--- src/rtl/godai_run_monitor.sv ---
// godai_run_monitor: end-of-run detector (signature + repeated halt fetch), pass/fail, counters; optional watchdog via GODAI_RUN_MONITOR_TIMEOUT_EN
module godai_run_monitor #(
    parameter int unsigned                  DATA_WIDTH     = 32,
    parameter int unsigned                  REG_IDX_WIDTH  = 5,
    parameter int unsigned                  SIG_REG        = 13,
    parameter logic [DATA_WIDTH-1:0]        SIG_VALUE      = 32'hBD8528BE,
    parameter logic [DATA_WIDTH-1:0]        HALT_INSTR     = 32'h0000006F,
    parameter int unsigned                  HALT_REPEAT    = 1,
    parameter int unsigned                  CNT_WIDTH      = 32,
    parameter int unsigned                  TIMEOUT_CYCLES = 1_000_000
) (
    input  logic                     clk,
    input  logic                     rst,
    input  logic                     enable_i,
    input  logic                     instr_rvalid_i,
    input  logic [DATA_WIDTH-1:0]    instr_rdata_i,
    input  logic                     rf_we_i,
    input  logic [REG_IDX_WIDTH-1:0] rf_waddr_i,
    input  logic [DATA_WIDTH-1:0]    rf_wdata_i,
    output logic                     done_o,
    output logic                     pass_o,
    output logic                     fail_o,
    output logic                     timeout_o,
    output logic                     armed_o,
    output logic [CNT_WIDTH-1:0]     cycle_count_o,
    output logic [CNT_WIDTH-1:0]     fetch_count_o
);
    typedef enum logic [1:0] {IDLE, RUN, ARMED, DONE} state_t;
    state_t               state, state_nx, live_nx;
    logic [3:0]           halt_cnt, halt_nx, halt_step;
    logic [CNT_WIDTH-1:0] cycle_cnt, cycle_nx, fetch_cnt, fetch_nx;
    logic                 pass_q, pass_nx, fail_q, fail_nx, timeout_q, timeout_nx;
    logic                 sig_wr, sig_match, halt_beat, armed_eff, halt_fin;
    assign sig_wr    = rf_we_i && rf_waddr_i == REG_IDX_WIDTH'(SIG_REG);
    assign sig_match = sig_wr && rf_wdata_i == SIG_VALUE;
    assign halt_beat = instr_rvalid_i && instr_rdata_i == HALT_INSTR;
    assign done_o        = state == DONE;
    assign armed_o       = state == ARMED;
    assign pass_o        = pass_q;
    assign fail_o        = fail_q;
    assign timeout_o     = timeout_q;
    assign cycle_count_o = cycle_cnt;
    assign fetch_count_o = fetch_cnt;
    // next state: this cycle's register write settles armed-ness before the halt streak is judged
    always_comb begin
        state_nx   = state;
        halt_nx    = halt_cnt;
        cycle_nx   = cycle_cnt;
        fetch_nx   = fetch_cnt;
        pass_nx    = pass_q;
        fail_nx    = fail_q;
        timeout_nx = timeout_q;
        armed_eff  = sig_match || (state == ARMED && !sig_wr);
        halt_step  = !instr_rvalid_i ? halt_cnt : halt_beat ? halt_cnt + 4'd1 : 4'd0;
        halt_fin   = halt_step == 4'(HALT_REPEAT);
        live_nx    = armed_eff ? ARMED : RUN;
        if (state == IDLE) begin
            if (enable_i) state_nx = RUN;
        end else if (state != DONE && enable_i) begin
            cycle_nx = &cycle_cnt ? cycle_cnt : cycle_cnt + CNT_WIDTH'(1);
            fetch_nx = (instr_rvalid_i && !(&fetch_cnt)) ? fetch_cnt + CNT_WIDTH'(1) : fetch_cnt;
            if (halt_fin) begin
                state_nx = DONE;
                halt_nx  = 4'd0;
                pass_nx  = armed_eff;
                fail_nx  = !armed_eff;
`ifdef GODAI_RUN_MONITOR_TIMEOUT_EN
            end else if (cycle_nx == CNT_WIDTH'(TIMEOUT_CYCLES)) begin
                state_nx   = DONE;
                halt_nx    = 4'd0;
                fail_nx    = 1'b1;
                timeout_nx = 1'b1;
`endif
            end else begin
                state_nx = live_nx;
                halt_nx  = live_nx != state ? 4'd0 : halt_step;
            end
        end
    end
    // state and counter registers, cleared asynchronously
    always_ff @(posedge clk or posedge rst) begin
        if (rst) begin
            state     <= IDLE;
            halt_cnt  <= 4'd0;
            cycle_cnt <= '0;
            fetch_cnt <= '0;
            pass_q    <= 1'b0;
            fail_q    <= 1'b0;
            timeout_q <= 1'b0;
        end else begin
            state     <= state_nx;
            halt_cnt  <= halt_nx;
            cycle_cnt <= cycle_nx;
            fetch_cnt <= fetch_nx;
            pass_q    <= pass_nx;
            fail_q    <= fail_nx;
            timeout_q <= timeout_nx;
        end
    end
endmodule

--- config.mk ---
export PLATFORM = sky130hd
export DESIGN_NAME = godai_run_monitor
export DESIGN_NICKNAME = d
export VERILOG_FILES = /design/src/rtl/godai_run_monitor.sv
export SDC_FILE = /design/constraint.sdc
export NUM_CORES = 1
export LEC_CHECK = 0
export ABC_AREA = 1
export BUFFER_PORTS_ARGS = -buffer_cell sky130_fd_sc_hd__clkbuf_2
export CAP_MARGIN = 20
export CORE_MARGIN = 1
export CORE_UTILIZATION = 40
export CTS_CLUSTER_SIZE = 25
export DETAILED_ROUTE_END_ITERATION = 10
export PLACE_DENSITY = 0.68
export SETUP_SLACK_MARGIN = 0.5
export SYNTH_ARGS = -nofsm -noshare
export SYNTH_HDL_FRONTEND = slang
export SYNTH_SLANG_ARGS = --single-unit
--- constraint.sdc ---
create_clock -name clk -period 2.1 [get_ports clk]
set_input_delay 0.315 -clock clk [delete_from_list [all_inputs] [get_ports clk]]
set_output_delay 0.315 -clock clk [all_outputs]
set_load 0.03 [all_outputs]
==> flow_summary.yaml <==
die:
  coreArea_mm2: 0.0108
  die_h_um: 107
  start_util_pct: 41.0
  dieArea_mm2: 0.0115
  rows: 38
  num_io_pins: 143
  die_width_um: 107
routing:
  ant_nets: 0
  firstDrtPassIters: 6
  drtIter0Drc: 241
  wl_met2_mm: 7.45
  top_layer: "met4"
  post_drt_via_cell_ratio: 5.14
  finalWirelength_mm: 14.5
  drc: 0
  vias: 4935
  wl_per_cell_um: 15.2
  dr_wl_met3_um: 934
  wl_met1_mm: 5.63
finish:
  n_fill_cell: 854
  drive_above_1_share_pct: 50.6
  final_nets: 892
  diodes: 0
  area_growth_syn_to_layout_pct: 56.7
global_route:
  grt_remaining_overflow: 0
  grt_max_degree: 73
  grt_pass1_vias: 4927
  antenna_found_initial: 0
  grt_pass1_wl_mm: 22.7
  grt_use_total_pct: 24.9
synthesis:
  synth-edff-count: 0
  ys_seq_area_share_pct: 40.7
  synth_ff_type: "dfrtp_1"
  yosys_warnings: 0
  yosys.area.top_type_share_pct: 40.7
  netlist_instances: 593
  synth_fp_nets: 670
  synth_seq_cells: 72
  synth_area_leaders: "dfrtp_1 (41%), nand2_1 (15%), xor2_1 (8.7%)"
  async_flop_share_pct: 100
  avgSynthCellArea_um2: 7.46
  synth.largest_area_cell: "dfrtp_1"
  synth_area_mm2: 0.00442
  synth.distinct_cells: 34
timing:
  whs_ns: 0.0420
  rsz0062_at_grt: "yes"
  post-route-period-util_pct: 91.0
  tns_ns: 0
  setup-violations-final: 0
  fmax_mhz: 524
  drv_slew: 0
  finClkSkew_ns: 0.0114
  period_minus_slack_ns: 1.91
  finalHoldViolCount: 0
critical_path:
  required_ns: 2.36
  end_kind: "register"
  crit_type: "register to register"
  timing.rr.end: "cycle_count_o[14]"
  crit_fanout: 5
  startpoint: "cycle_count_o[20]"
  arrival_ns: 2.17
  r2r_start: "cycle_count_o[20]"
  r2r_setup_slack_ns: 0.19
  r2r_cells: 10
  startpoint_type: "register"
clock_tree:
  cts_hold_buf: 0
  cts.clk_slew.worst_paths_ns: 0.09
  cts_buffers: 9
  clk_latency_ns: 0.35
  clock_path_buffers: 2
  cts_tree: "done"
  cts_root_buf: "clkbuf_8"
  cts.sinks: 72
  htreeDepth: 3
run:
  max_cap_violations: 0
hold_path:
  hold_class: "input port to async pin"
power_and_ir_drop:
  finalPower_uw: 4190
  p_leak_uw: 0.00349
  peakVddDrop_uv: 700
  power-per-cell-area_mw_per_mm2: 604
outcome:
  outcome: "finished clean"
placed_design:
  io_buffers: 141
  hpwl_mm: 8.99
  gp_congestion: 0.941
## layout by cell type (no fill, tap or decap), drive strengths merged
master	count
dfrtp	72
nor4	4
buf	68
clkinv	5
nand3	28
nand4	24
o22ai	2
ha	3
o21ai	18
xnor2	13
a21oi	1
nor3b	2
nor3	25
inv	69
nor2	101
nand2	179
or2	3
nand3b	3
clkinvlp	2
clkbuf	151
xor2	44
conb	1
bufinv	2
## power breakdown
group          total [uW]  internal (uW)  leakage, uW  switching [uW]
Sequential           1760           1550     0.000892             211
Clock                1110            555    0.0000968             552
Combinational        1320            534      0.00250             787
## metrics by stage
| step | instance area (um^2) | worst slack [ns] | std cells | utilization (%) |
|---|---|---|---|---|
| 2_1_floorplan | 4600 | 0.307 | 593 | - |
| 3_3_place_gp | 5480 | 0.217 | 875 | 50.8 |
| 3_5_place_dp | 5480 | 0.143 | 875 | 50.8 |
| 4_1_cts | 6330 | 0.348 | 931 | 58.6 |
| 5_1_grt | 6930 | 0.128 | 960 | 64.2 |
| 6_report | 6930 | 0.190 | 960 | 64.2 |
## cells by family after synthesis
kind of cell,count (synthesis),synth area share (%)
other,1,0.0848
XOR/XNOR,57,11.3
flip-flops,72,40.7
AND/OR/NAND/NOR,366,37.4
buffers and inverters,73,7.04
AO/OA/AOI/OAI,21,2.60
adder cells (fa/ha/maj),3,0.849
## critical path, cell delays in order, from the launching register on
cell and delay (ns):
dfrtp_2 0.43, nand2_1 0.15, nor2_1 0.14, nand2_1 0.12, nor3_4 0.24, nand2_2 0.14, buf_6 0.16, nand2_8 0.13
inv_12 0.06, nand2_4 0.06, xor2_1 0.18
## registers in the layout, indices dropped and copies added, names as in the netlist
name           cells
cycle_count_o     32
fetch_count_o     32
halt_cnt           4
state              2
fail_o             1
pass_o             1
## layout make-up
| cell class | instances | area (um^2) | area share (%) |
|---|---|---|---|
| flip-flops and latches | 72 | 1850 | 26.7 |
| inverters | 66 | 290 | 4.19 |
| multi-input cells | 451 | 3030 | 43.8 |
| repair inverters | 6 | 61.3 | 0.885 |
| well taps | 140 | 175 | 2.53 |
| clock inverters | 6 | 68.8 | 0.993 |
| clock buffers | 10 | 128 | 1.84 |
| repair buffers | 209 | 1320 | 19.1 |
## timing repair
action                     in CTS  in global routing
hold endpoints to repair        0                  0
pin swaps                      22                 27
setup buffers                  32                 27
cloned                          8                  2
resized for setup              83                 97
setup endpoints to repair      64                 69
## per-layer routing
metal / global-route usage (%) / vias up
met4: 11.4 / 0
met2: 43.0 / 205
met1: 28.8 / 2353
li1: - / 2319
met5: 0 / -
met3: 6.14 / 58
## synth_stat cells, drive strengths merged (4+ instances only)
| library cell | instances |
|---|---|
| inv | 66 |
| nand2 | 177 |
| nor4 | 4 |
| xor2 | 44 |
| xnor2 | 13 |
| nor3 | 25 |
| nand4 | 24 |
| dfrtp | 72 |
| nor2 | 101 |
| nand3 | 27 |
| buf | 7 |
| o21ai | 18 |
## how the worst max path moves through the flow
stage	slack [ns]	depth (start not counted)	to
6_report	0.19	10	cycle_count_o[14]
4_1_cts	0.35	14	fetch_count_o[18]
5_1_grt	0.13	10	cycle_count_o[14]
2_1_floorplan	0.31	12	fetch_count_o[5]
3_3_place_gp	0.22	12	fetch_count_o[4]
3_5_place_dp	0.14	12	fetch_count_o[4]
Note: power is estimated with default switching activity, not from simulation.
